$ cat src/rtl/fpu_wb_sequencer_if.sv
// Wishbone classic slave bus between the Caravel management SoC and the FPU sequencer.
interface fpu_wb_sequencer_if;
    logic        wbs_cyc_i;
    logic        wbs_stb_i;
    logic        wbs_we_i;
    logic [3:0]  wbs_sel_i;
    logic [31:0] wbs_adr_i;
    logic [31:0] wbs_dat_i;
    logic        wbs_ack_o;
    logic [31:0] wbs_dat_o;

    modport slave (
        input  wbs_cyc_i, wbs_stb_i, wbs_we_i, wbs_sel_i, wbs_adr_i, wbs_dat_i,
        output wbs_ack_o, wbs_dat_o
    );

    modport master (
        output wbs_cyc_i, wbs_stb_i, wbs_we_i, wbs_sel_i, wbs_adr_i, wbs_dat_i,
        input  wbs_ack_o, wbs_dat_o
    );
endinterface

$ cat src/rtl/fpu_wb_sequencer.sv
// Wishbone-mapped command sequencer: holds FPU operands/opcode, launches one operation
// per start command, waits for completion with a timeout, and reports result, flags and IRQ.
module fpu_wb_sequencer #(
    parameter logic [31:0] ADDR_BASE = 32'h3000_0000,
    parameter logic [15:0] TIMEOUT   = 16'd64
) (
    input  logic                        wb_clk_i,
    input  logic                        rst_l,
    fpu_wb_sequencer_if.slave           wb,
    output logic [31:0]                 fpu_a_o,
    output logic [31:0]                 fpu_b_o,
    output logic [31:0]                 fpu_c_o,
    output logic [2:0]                  fpu_rm_o,
    output logic [11:0]                 fpu_op_o,
    output logic                        fpu_valid_o,
    input  logic [31:0]                 fpu_result_i,
    input  logic [4:0]                  fpu_flags_i,
    input  logic                        fpu_done_i,
    output logic                        irq_o
);

    typedef enum logic [1:0] {IDLE, ISSUE, WAIT} state_t;

    state_t      state_q, state_d;
    logic [15:0] cnt_q, cnt_d;
    logic [31:0] a_q, a_d, b_q, b_d, c_q, c_d;
    logic [31:0] result_q, result_d;
    logic [4:0]  flags_q, flags_d;
    logic        done_q, done_d, timeout_q, timeout_d;
    logic        irqEn_q, irqEn_d, irq_q, irq_d;
    logic [11:0] op_q, op_d;
    logic [2:0]  rm_q, rm_d;
    logic        ack_q, ack_d;
    logic [31:0] dat_q, dat_d;

    logic        req, busy, wr;
    logic [7:0]  offset;

    function automatic logic [31:0] applySel(input logic [31:0] old, input logic [31:0] data,
                                             input logic [3:0] sel);
        logic [31:0] r;
        r = old;
        for (int i = 0; i < 4; i++) begin
            if (sel[i]) r[8*i +: 8] = data[8*i +: 8];
        end
        return r;
    endfunction

    assign offset = wb.wbs_adr_i[7:0];
    assign req    = wb.wbs_cyc_i & wb.wbs_stb_i & ~ack_q
                  & (wb.wbs_adr_i[31:8] == ADDR_BASE[31:8]);
    assign wr     = req & wb.wbs_we_i;
    assign busy   = (state_q != IDLE);

    always_comb begin
        state_d   = state_q;
        cnt_d     = cnt_q;
        a_d       = a_q;
        b_d       = b_q;
        c_d       = c_q;
        result_d  = result_q;
        flags_d   = flags_q;
        done_d    = done_q;
        timeout_d = timeout_q;
        irqEn_d   = irqEn_q;
        op_d      = op_q;
        rm_d      = rm_q;
        ack_d     = req;
        dat_d     = 32'd0;

        if (req) begin
            case (offset)
                8'h00:   dat_d = a_q;
                8'h04:   dat_d = b_q;
                8'h08:   dat_d = c_q;
                8'h0C:   dat_d = result_q;
                8'h10:   dat_d = {27'd0, flags_q};
                8'h14:   dat_d = {29'd0, timeout_q, done_q, busy};
                8'h18:   dat_d = {31'd0, irqEn_q};
                8'h1C:   dat_d = {20'd0, op_q};
                8'h24:   dat_d = {29'd0, rm_q};
                default: dat_d = 32'd0;
            endcase
        end

        if (wr) begin
            case (offset)
                8'h00: if (!busy) a_d = applySel(a_q, wb.wbs_dat_i, wb.wbs_sel_i);
                8'h04: if (!busy) b_d = applySel(b_q, wb.wbs_dat_i, wb.wbs_sel_i);
                8'h08: if (!busy) c_d = applySel(c_q, wb.wbs_dat_i, wb.wbs_sel_i);
                8'h18: if (wb.wbs_sel_i[0]) begin
                    irqEn_d = wb.wbs_dat_i[0];
                    if (wb.wbs_dat_i[1]) begin
                        done_d    = 1'b0;
                        timeout_d = 1'b0;
                    end
                end
                8'h1C: if (!busy) begin
                    if (wb.wbs_sel_i[0]) op_d[7:0]  = wb.wbs_dat_i[7:0];
                    if (wb.wbs_sel_i[1]) op_d[11:8] = wb.wbs_dat_i[11:8];
                    if (wb.wbs_sel_i[1] && wb.wbs_dat_i[12]) begin
                        done_d    = 1'b0;
                        timeout_d = 1'b0;
                        state_d   = ISSUE;
                    end
                end
                8'h24: if (!busy && wb.wbs_sel_i[0]) rm_d = wb.wbs_dat_i[2:0];
                default: ;
            endcase
        end

        // Completion is evaluated after bus writes so it overrides a same-edge W1C.
        case (state_q)
            ISSUE: begin
                cnt_d   = 16'd0;
                state_d = WAIT;
            end
            WAIT: begin
                cnt_d = cnt_q + 16'd1;
                if (fpu_done_i) begin
                    result_d = fpu_result_i;
                    flags_d  = fpu_flags_i;
                    done_d   = 1'b1;
                    state_d  = IDLE;
                end else if (cnt_q == TIMEOUT - 16'd1) begin
                    timeout_d = 1'b1;
                    state_d   = IDLE;
                end
            end
            default: ;
        endcase

        irq_d = irqEn_d & (done_d | timeout_d);
    end

    always_ff @(posedge wb_clk_i) begin
        if (!rst_l) begin
            state_q   <= IDLE;
            cnt_q     <= 16'd0;
            a_q       <= 32'd0;
            b_q       <= 32'd0;
            c_q       <= 32'd0;
            result_q  <= 32'd0;
            flags_q   <= 5'd0;
            done_q    <= 1'b0;
            timeout_q <= 1'b0;
            irqEn_q   <= 1'b0;
            irq_q     <= 1'b0;
            op_q      <= 12'd0;
            rm_q      <= 3'd0;
            ack_q     <= 1'b0;
            dat_q     <= 32'd0;
        end else begin
            state_q   <= state_d;
            cnt_q     <= cnt_d;
            a_q       <= a_d;
            b_q       <= b_d;
            c_q       <= c_d;
            result_q  <= result_d;
            flags_q   <= flags_d;
            done_q    <= done_d;
            timeout_q <= timeout_d;
            irqEn_q   <= irqEn_d;
            irq_q     <= irq_d;
            op_q      <= op_d;
            rm_q      <= rm_d;
            ack_q     <= ack_d;
            dat_q     <= dat_d;
        end
    end

    assign wb.wbs_ack_o = ack_q;
    assign wb.wbs_dat_o = dat_q;
    assign fpu_a_o      = a_q;
    assign fpu_b_o      = b_q;
    assign fpu_c_o      = c_q;
    assign fpu_rm_o     = rm_q;
    assign fpu_op_o     = op_q;
    assign fpu_valid_o  = (state_q == ISSUE);
    assign irq_o        = irq_q;

endmodule

$ cat src/flat_wrapper.sv
// flat-port wrapper written by rule: the top's interface ports become plain ports
module fpu_wb_sequencer_flat 
#(
    parameter logic [31:0] ADDR_BASE = 32'h3000_0000,
    parameter logic [15:0] TIMEOUT   = 16'd64
)
  (wb_clk_i, rst_l, fpu_a_o, fpu_b_o, fpu_c_o, fpu_rm_o, fpu_op_o, fpu_valid_o, fpu_result_i, fpu_flags_i, fpu_done_i, irq_o, wb_wbs_cyc_i, wb_wbs_stb_i, wb_wbs_we_i, wb_wbs_sel_i, wb_wbs_adr_i, wb_wbs_dat_i, wb_wbs_ack_o, wb_wbs_dat_o);
  fpu_wb_sequencer_if wb_i ();
  input  logic wb_clk_i;
  input  logic rst_l;
  output logic [31:0] fpu_a_o;
  output logic [31:0] fpu_b_o;
  output logic [31:0] fpu_c_o;
  output logic [2:0] fpu_rm_o;
  output logic [11:0] fpu_op_o;
  output logic fpu_valid_o;
  input  logic [31:0] fpu_result_i;
  input  logic [4:0] fpu_flags_i;
  input  logic fpu_done_i;
  output logic irq_o;
  input wire logic [$bits(wb_i.wbs_cyc_i)-1:0] wb_wbs_cyc_i;
  input wire logic [$bits(wb_i.wbs_stb_i)-1:0] wb_wbs_stb_i;
  input wire logic [$bits(wb_i.wbs_we_i)-1:0] wb_wbs_we_i;
  input wire logic [$bits(wb_i.wbs_sel_i)-1:0] wb_wbs_sel_i;
  input wire logic [$bits(wb_i.wbs_adr_i)-1:0] wb_wbs_adr_i;
  input wire logic [$bits(wb_i.wbs_dat_i)-1:0] wb_wbs_dat_i;
  output wire logic [$bits(wb_i.wbs_ack_o)-1:0] wb_wbs_ack_o;
  output wire logic [$bits(wb_i.wbs_dat_o)-1:0] wb_wbs_dat_o;
  assign wb_i.wbs_cyc_i = wb_wbs_cyc_i;
  assign wb_i.wbs_stb_i = wb_wbs_stb_i;
  assign wb_i.wbs_we_i = wb_wbs_we_i;
  assign wb_i.wbs_sel_i = wb_wbs_sel_i;
  assign wb_i.wbs_adr_i = wb_wbs_adr_i;
  assign wb_i.wbs_dat_i = wb_wbs_dat_i;
  assign wb_wbs_ack_o = wb_i.wbs_ack_o;
  assign wb_wbs_dat_o = wb_i.wbs_dat_o;
  fpu_wb_sequencer #(.ADDR_BASE(ADDR_BASE), .TIMEOUT(TIMEOUT)) u_core (.wb_clk_i(wb_clk_i), .rst_l(rst_l), .wb(wb_i), .fpu_a_o(fpu_a_o), .fpu_b_o(fpu_b_o), .fpu_c_o(fpu_c_o), .fpu_rm_o(fpu_rm_o), .fpu_op_o(fpu_op_o), .fpu_valid_o(fpu_valid_o), .fpu_result_i(fpu_result_i), .fpu_flags_i(fpu_flags_i), .fpu_done_i(fpu_done_i), .irq_o(irq_o));
endmodule
$ cat config.mk
export PLATFORM = sky130hd
export DESIGN_NAME = fpu_wb_sequencer_flat
export DESIGN_NICKNAME = d
export VERILOG_FILES = /design/src/rtl/fpu_wb_sequencer_if.sv /design/src/rtl/fpu_wb_sequencer.sv /design/src/flat_wrapper.sv
export SDC_FILE = /design/constraint.sdc
export NUM_CORES = 1
export LEC_CHECK = 0
export BUFFER_PORTS_ARGS = -buffer_cell sky130_fd_sc_hd__clkbuf_2
export CORE_UTILIZATION = 45
export CTS_BUF_LIST = sky130_fd_sc_hd__clkbuf_4
export CTS_CLUSTER_SIZE = 40
export DETAILED_ROUTE_END_ITERATION = 6
export PLACE_DENSITY = 0.74
export SLEW_MARGIN = 40
export SYNTH_ARGS = -nofsm -noshare
export SYNTH_HDL_FRONTEND = slang
export SYNTH_SLANG_ARGS = --single-unit
$ cat constraint.sdc
create_clock -name wb_clk_i -period 2 [get_ports wb_clk_i]
set_clock_uncertainty 0.1 [all_clocks]
set_input_delay 0.1 -clock wb_clk_i [delete_from_list [all_inputs] [get_ports wb_clk_i]]
set_output_delay 0.1 -clock wb_clk_i [all_outputs]
set_load 0.01 [all_outputs]
After elaboration in Yosys (flattened, before gate mapping) --
Cells that the tools add are included.
Word-level totals: output and inout port bits 146, input port bits 111, flip-flop bits (word level) 203
Cells by class: mux-type cells 29, reduce and logical (&&, ||, !) cells 23, add/sub/neg operators 1, bitwise logic cells 8, eq/ne operators 12
Operators with widths (number):
- $pmux W32 S9 | 1
- $reduce_and A4 Y1 | 14
- $eq A8 B5 Y1 const B | 4
- $pmux W16 S2 | 1
- $eq A24 B22 Y1 const B | 1
- $mux W1 | 18
- $add A16 B1 Y16 const B | 1
- $eq A16 B6 Y1 const B | 1
- $eq A8 B4 Y1 const B | 2
- $mux W2 | 6
- $eq A8 B3 Y1 const B | 1
- $eq A8 B6 Y1 const B | 1
- $logic_not A8 Y1 | 1
- $and A1 B1 Y1 | 5
- $pmux W1 S2 | 2
- $pmux W2 S2 | 1
- $reduce_and A2 Y1 | 2
- $reduce_bool A2 Y1 | 2
- $reduce_and A3 Y1 | 1
- $eq A2 B1 Y1 const B | 1
- $eq A2 B2 Y1 const B | 1
- $logic_and A1 B1 Y1 | 2
- $not A1 Y1 | 2
- $logic_not A1 Y1 | 1
- $or A1 B1 Y1 | 1

Longest topological paths before layout --
depth after elaboration 10, depth in mapped cells 8

Worst setup path after synthesis --
Ideal clock, no wire load.
path kind flip-flop to flip-flop, start register u_core.cnt_q[0], end register u_core.state_q[0], period minus slack after synthesis 2.107 ns, cell stages (with the launch flop) 7, slack -0.107 ns, buffers on the path 0, data required time 1.785 ns, library setup time 0.115 ns, data arrival time 1.892 ns, cells stage by stage dfxtp_1 ha_1 or4b_2 nor4_1 nor3b_1 o21ai_0 o21ba_2
Between the ends: longest elaborated chain between the ends 4
Ends and longest elaborated chain:
- start: declaration | RTL line fpu_wb_sequencer.sv:25 | logic [15:0] cnt_q, cnt_d;
- start signal: assignment | RTL line fpu_wb_sequencer.sv:155 | cnt_q <= cnt_d;
- $eq A16 B6 Y1 | RTL line fpu_wb_sequencer.sv:125 | end else if (cnt_q == TIMEOUT - 16'd1) begin
- $mux W2 | RTL line fpu_wb_sequencer.sv:125
- $mux W2 | RTL line fpu_wb_sequencer.sv:120 | if (fpu_done_i) begin
- $pmux W2 S2 | RTL line fpu_wb_sequencer.sv:113 | case (state_q)
- end signal: assignment | RTL line fpu_wb_sequencer.sv:154 | state_q <= state_d;
- end: declaration | RTL line fpu_wb_sequencer.sv:24 | state_t state_q, state_d;
Every way passes these cells. A chain may end at the register's enable or synchronous reset.

Worst setup path after layout --
start input wb_wbs_adr_i[7], end register u_core.irq_q (netlist: u_core.irq_o)
Between the ends: longest elaborated chain between the ends 8, elaborated cells between the ends (all ways) 15
Ends and longest elaborated chain:
- start: declaration | RTL line flat_wrapper.sv:25 | input wire logic [$bits(wb_i.wbs_adr_i)-1:0] wb_wbs_adr_i;
- $eq A8 B5 Y1 | RTL line fpu_wb_sequencer.sv:87 | case (offset)
- $pmux W1 S2 | RTL line fpu_wb_sequencer.sv:87
- $mux W1 | RTL line fpu_wb_sequencer.sv:86 | if (wr) begin
- $mux W1 | RTL line fpu_wb_sequencer.sv:125
- $mux W1 | RTL line fpu_wb_sequencer.sv:120
- $mux W1 | RTL line fpu_wb_sequencer.sv:113
- $or A1 B1 Y1 | RTL line fpu_wb_sequencer.sv:133 | irq_d = irqEn_d & (done_d | timeout_d);
- $and A1 B1 Y1 * | RTL line fpu_wb_sequencer.sv:133
- end signal: assignment | RTL line fpu_wb_sequencer.sv:164 | irq_q <= irq_d;
- end: declaration | RTL line fpu_wb_sequencer.sv:30 | logic irqEn_q, irqEn_d, irq_q, irq_d;
Every way passes the cells marked *; elsewhere a longest branch is shown, timed or not.

==> results.sh <==
export IMPL_vias_per_cell=5.39
export IMPL_die_x_um=138
export IMPL_synth_compound_area_share_pct=13.0
export IMPL_ys_seq_elements=203
export IMPL_comb_power_share_pct=6.2
export IMPL_power_leakage_nw=5.43
export IMPL_drive_gt1_share_pct=33.6
export IMPL_synth_top_cell_area_share_pct=48.9
export IMPL_grt_max_degree=78
export IMPL_p_sw_share_pct=23.7
export IMPL_io_pins=257
export IMPL_cts_sinks=203
export IMPL_antenna_found_initial=2
export IMPL_synth_warnings=0
export IMPL_period_needed_ns=2.03
export IMPL_seqCellArea_sq_mm=0.00407
export IMPL_drt_pre_antenna_iters=7
export IMPL_area_delta_synth_final_pct=45.8
export IMPL_critPathKind="primary input to flip-flop"
export IMPL_arrival_ns=2.51
export IMPL_rsz0062_at_grt="yes"
export IMPL_drcViolationCount=16
export IMPL_grt_pass1_wl_mm=41.8
export IMPL_synthAdderAreaFrac_pct=0.603
export IMPL_synth_mux_area_share_pct=11.2
export IMPL_drt_iter0_drc=669
export IMPL_cts_reportedPaths_clkPinSlew_ns=0.06
export IMPL_ys_flop_type="dfxtp_1"
export IMPL_fin_tns_setup_ns=-0.0261
export IMPL_maxSlewHeadroom_pct=72.3
export IMPL_synth_edff_count=0
export IMPL_hold_path_class="primary input to flip-flop"
export IMPL_dp_hpwl_mm=18.9
export IMPL_insertion_delay_ns=0.66
export IMPL_n_fill_cell=1408
export IMPL_worstMarginPinSlew_ns=0.415
export IMPL_p_sw_mw=1.85
export IMPL_yosys_top_cells_count="203 x dfxtp_1, 157 x nand2_1, 93 x mux2i_1, 58 x nor2b_1, 46 x clkbuf_1"
export IMPL_cp_start_kind="primary input"
export IMPL_peakVddDrop_mv=0.608
export IMPL_cts_root_buf="clkbuf_4"
export IMPL_syn_avg_cell_area_sq_um=9.47
export IMPL_multi_input_area_sq_mm=0.00410
export IMPL_setup_ws_ns=-0.0261
export IMPL_synthXorXnorAreaFrac_pct=1.37
export IMPL_row_count=49
export IMPL_chipHeight_um=138
export IMPL_slew_violations=0
export IMPL_synthCells=877
export IMPL_port_buffers=256
export IMPL_ys_seq_area_share_pct=48.9
export IMPL_crit_slowest_cell="or4b_1"
export IMPL_period_share_pct=101
export IMPL_gr_usage_all_layers_pct=28.6
export IMPL_initial_core_util_pct=46.1
export IMPL_wl_mm=28.1
export IMPL_power_frac_seq_pct=51.9
export IMPL_drt_wirelength_per_cell_um=18.0
export IMPL_dpl_worst_slack_ns=-0.163
export IMPL_synth_top_area_cell="dfxtp_1"
export IMPL_grt_pass1_vias=8132
export IMPL_p_int_mw=5.94
export IMPL_cts_tree="built"
export IMPL_dieArea_sq_mm=0.0190
export IMPL_status="complete, but fails checks"
export IMPL_syn_area_sq_mm=0.00830
export IMPL_final_antenna_net_count=0
export IMPL_vias=8405
export IMPL_globalplace_congestion=0.853
export IMPL_core_area_sq_mm=0.0180
export IMPL_violations="DRC, setup timing"
export IMPL_yosysMostFrequentCell="dfxtp_1"
export IMPL_critical_path_cell_chain="clkbuf_2, dlygate4sd3_1, or4b_1, or3_1, nor4_1, mux2i_1, a21boi_0"
export IMPL_clkPwrFrac_pct=42.0
export IMPL_overflow=0
export IMPL_power_density_mw_per_mm2=643
export IMPL_cp_slowest_stage_delay_ns=0.60
export IMPL_syn_nets=992
export IMPL_cap_violations=0
export IMPL_cts_buffers=52
export IMPL_nNetsFinal=1418
export IMPL_clockBufferDepth=3
export IMPL_final_setup_viol_count=1
export IMPL_synth_top_family_by_area="simple AND/OR/NAND/NOR gates"
export IMPL_critPathRequiredTime_ns=2.49
export IMPL_hold_viol=0
export IMPL_path_max_fanout=3
export IMPL_async_flop_share_pct=0
export IMPL_endpoint_kind="flip-flop"
export IMPL_synth_simple_area_share_pct=21.7
export IMPL_max_freq_mhz=494
export IMPL_synthTopCellsByArea="dfxtp_1 49%, mux2i_1 11%, nand2_1 7.1%, nor2b_1 4.4%, a21boi_0 3.6%"
export IMPL_synth_distinct_cells=54
export IMPL_htreeDepth=2
-- what timing repair did --
action	4_1_cts	5_1_grt
setup endpoints to repair	32	111
pin swaps	2	6
hold buffers	98	0
setup buffers	1	2
endpoints found under the hold margin	168	0
resized for setup	4	29
-- layout by cell type, fill, tap and decap left out, types with 6 or more instances in the layout --
cell and count:
dfxtp_1 202, nor2_1 22, a21boi_0 40, clkbuf_2 255, clkbuf_4 72, a22oi_1 17, dlygate4sd3_1 98, a31oi_1 9
nor2b_1 58, buf_4 57, buf_6 7, and3_1 8, o21ai_1 10, mux2i_1 93, nand2_1 156, buf_12 14
nand4_1 12, nor4_1 6, o21ai_0 22, xor2_1 8, nand3_1 29, a222oi_1 22, a21oi_1 25
-- critical path: cells and delay by family --
kind	cells	cell delay, ns
AND/OR/NAND/NOR	3	1.29
buffers and inverters	2	0.68
multiplexers	1	0.26
AO/OA/AOI/OAI	1	0.18
-- layer usage --
layer  vias up  GRT usage (%)  share of wire [%]
met3        75           6.81                8.1
li1       3987              -                  -
met4         0           13.9                3.3
met1      3916           35.0                 41
met5         -              0                  0
met2       427           46.8                 48
-- path summary, 6_finish.rpt --
check | startpoint | to | slack [ns] | depth (start not counted)
hold reg to reg | u_core.fpu_c_o[26] | u_core.wb.wbs_dat_o[26] | 0.36 | 2
setup reg to reg | u_core.wb.wbs_ack_o | u_core.wb.wbs_dat_o[24] | 0.02 | 7
hold / removal | wb_wbs_cyc_i | u_core.irqEn_q | 0.02 | 5
setup / recovery | wb_wbs_adr_i[7] | u_core.irq_o | -0.03 | 7
-- power groups by stage --
stage / Sequential (mW) / Clock (mW) / Combinational (mW)
floorplan: 4.13 / 0 / 0.124
global placement: 4.13 / 0 / 0.310
detailed placement: 4.13 / 0 / 0.309
CTS: 4.04 / 3.31 / 0.463
global route: 4.04 / 3.53 / 0.511
finish: 4.04 / 3.27 / 0.479
-- sequential cells by signal (all words and copies together) (netlist names), 2 cells and up --
| register | count |
|---|---|
| u_core.fpu_b_o | 32 |
| u_core.state_q | 2 |
| u_core.fpu_rm_o | 3 |
| u_core.fpu_op_o | 12 |
| u_core.flags_q | 5 |
| u_core.fpu_a_o | 32 |
| u_core.result_q | 32 |
| u_core.cnt_q | 16 |
| u_core.fpu_c_o | 32 |
| u_core.wb.wbs_dat_o | 32 |
-- per-stage QoR --
stage	util (%)	instance area [sq um]	total power [mW]	std cells	hold slack [ns]
after floorplan	-	8310	4.26	877	0.145
after global placement	57.5	10400	4.44	1377	0.238
after detailed placement	57.5	10400	4.44	1377	0.245
after CTS	66.2	11900	7.82	1556	0.0109
after global routing	67.2	12100	8.08	1560	0.0493
final	67.2	12100	7.79	1560	0.0205
-- cell type report --
cell class | count | area share (%)
antenna | 2 | 0.0413
clock buffer | 72 | 4.47
clock inverter | 8 | 0.258
inverter | 5 | 0.155
multi-input combinational | 609 | 33.9
sequential | 203 | 33.6
tap | 229 | 2.37
timing repair buffer | 432 | 25.3
-- cells by family after synthesis --
family / after synthesis
AOI/OAI and AO/OA: 157
xor gates and xnor gates: 13
adders and majority gates: 4
buffers and inverters: 65
DFF: 203
muxes: 93
and+or+nand+nor: 342
Power figures use the tool's default switching activity.
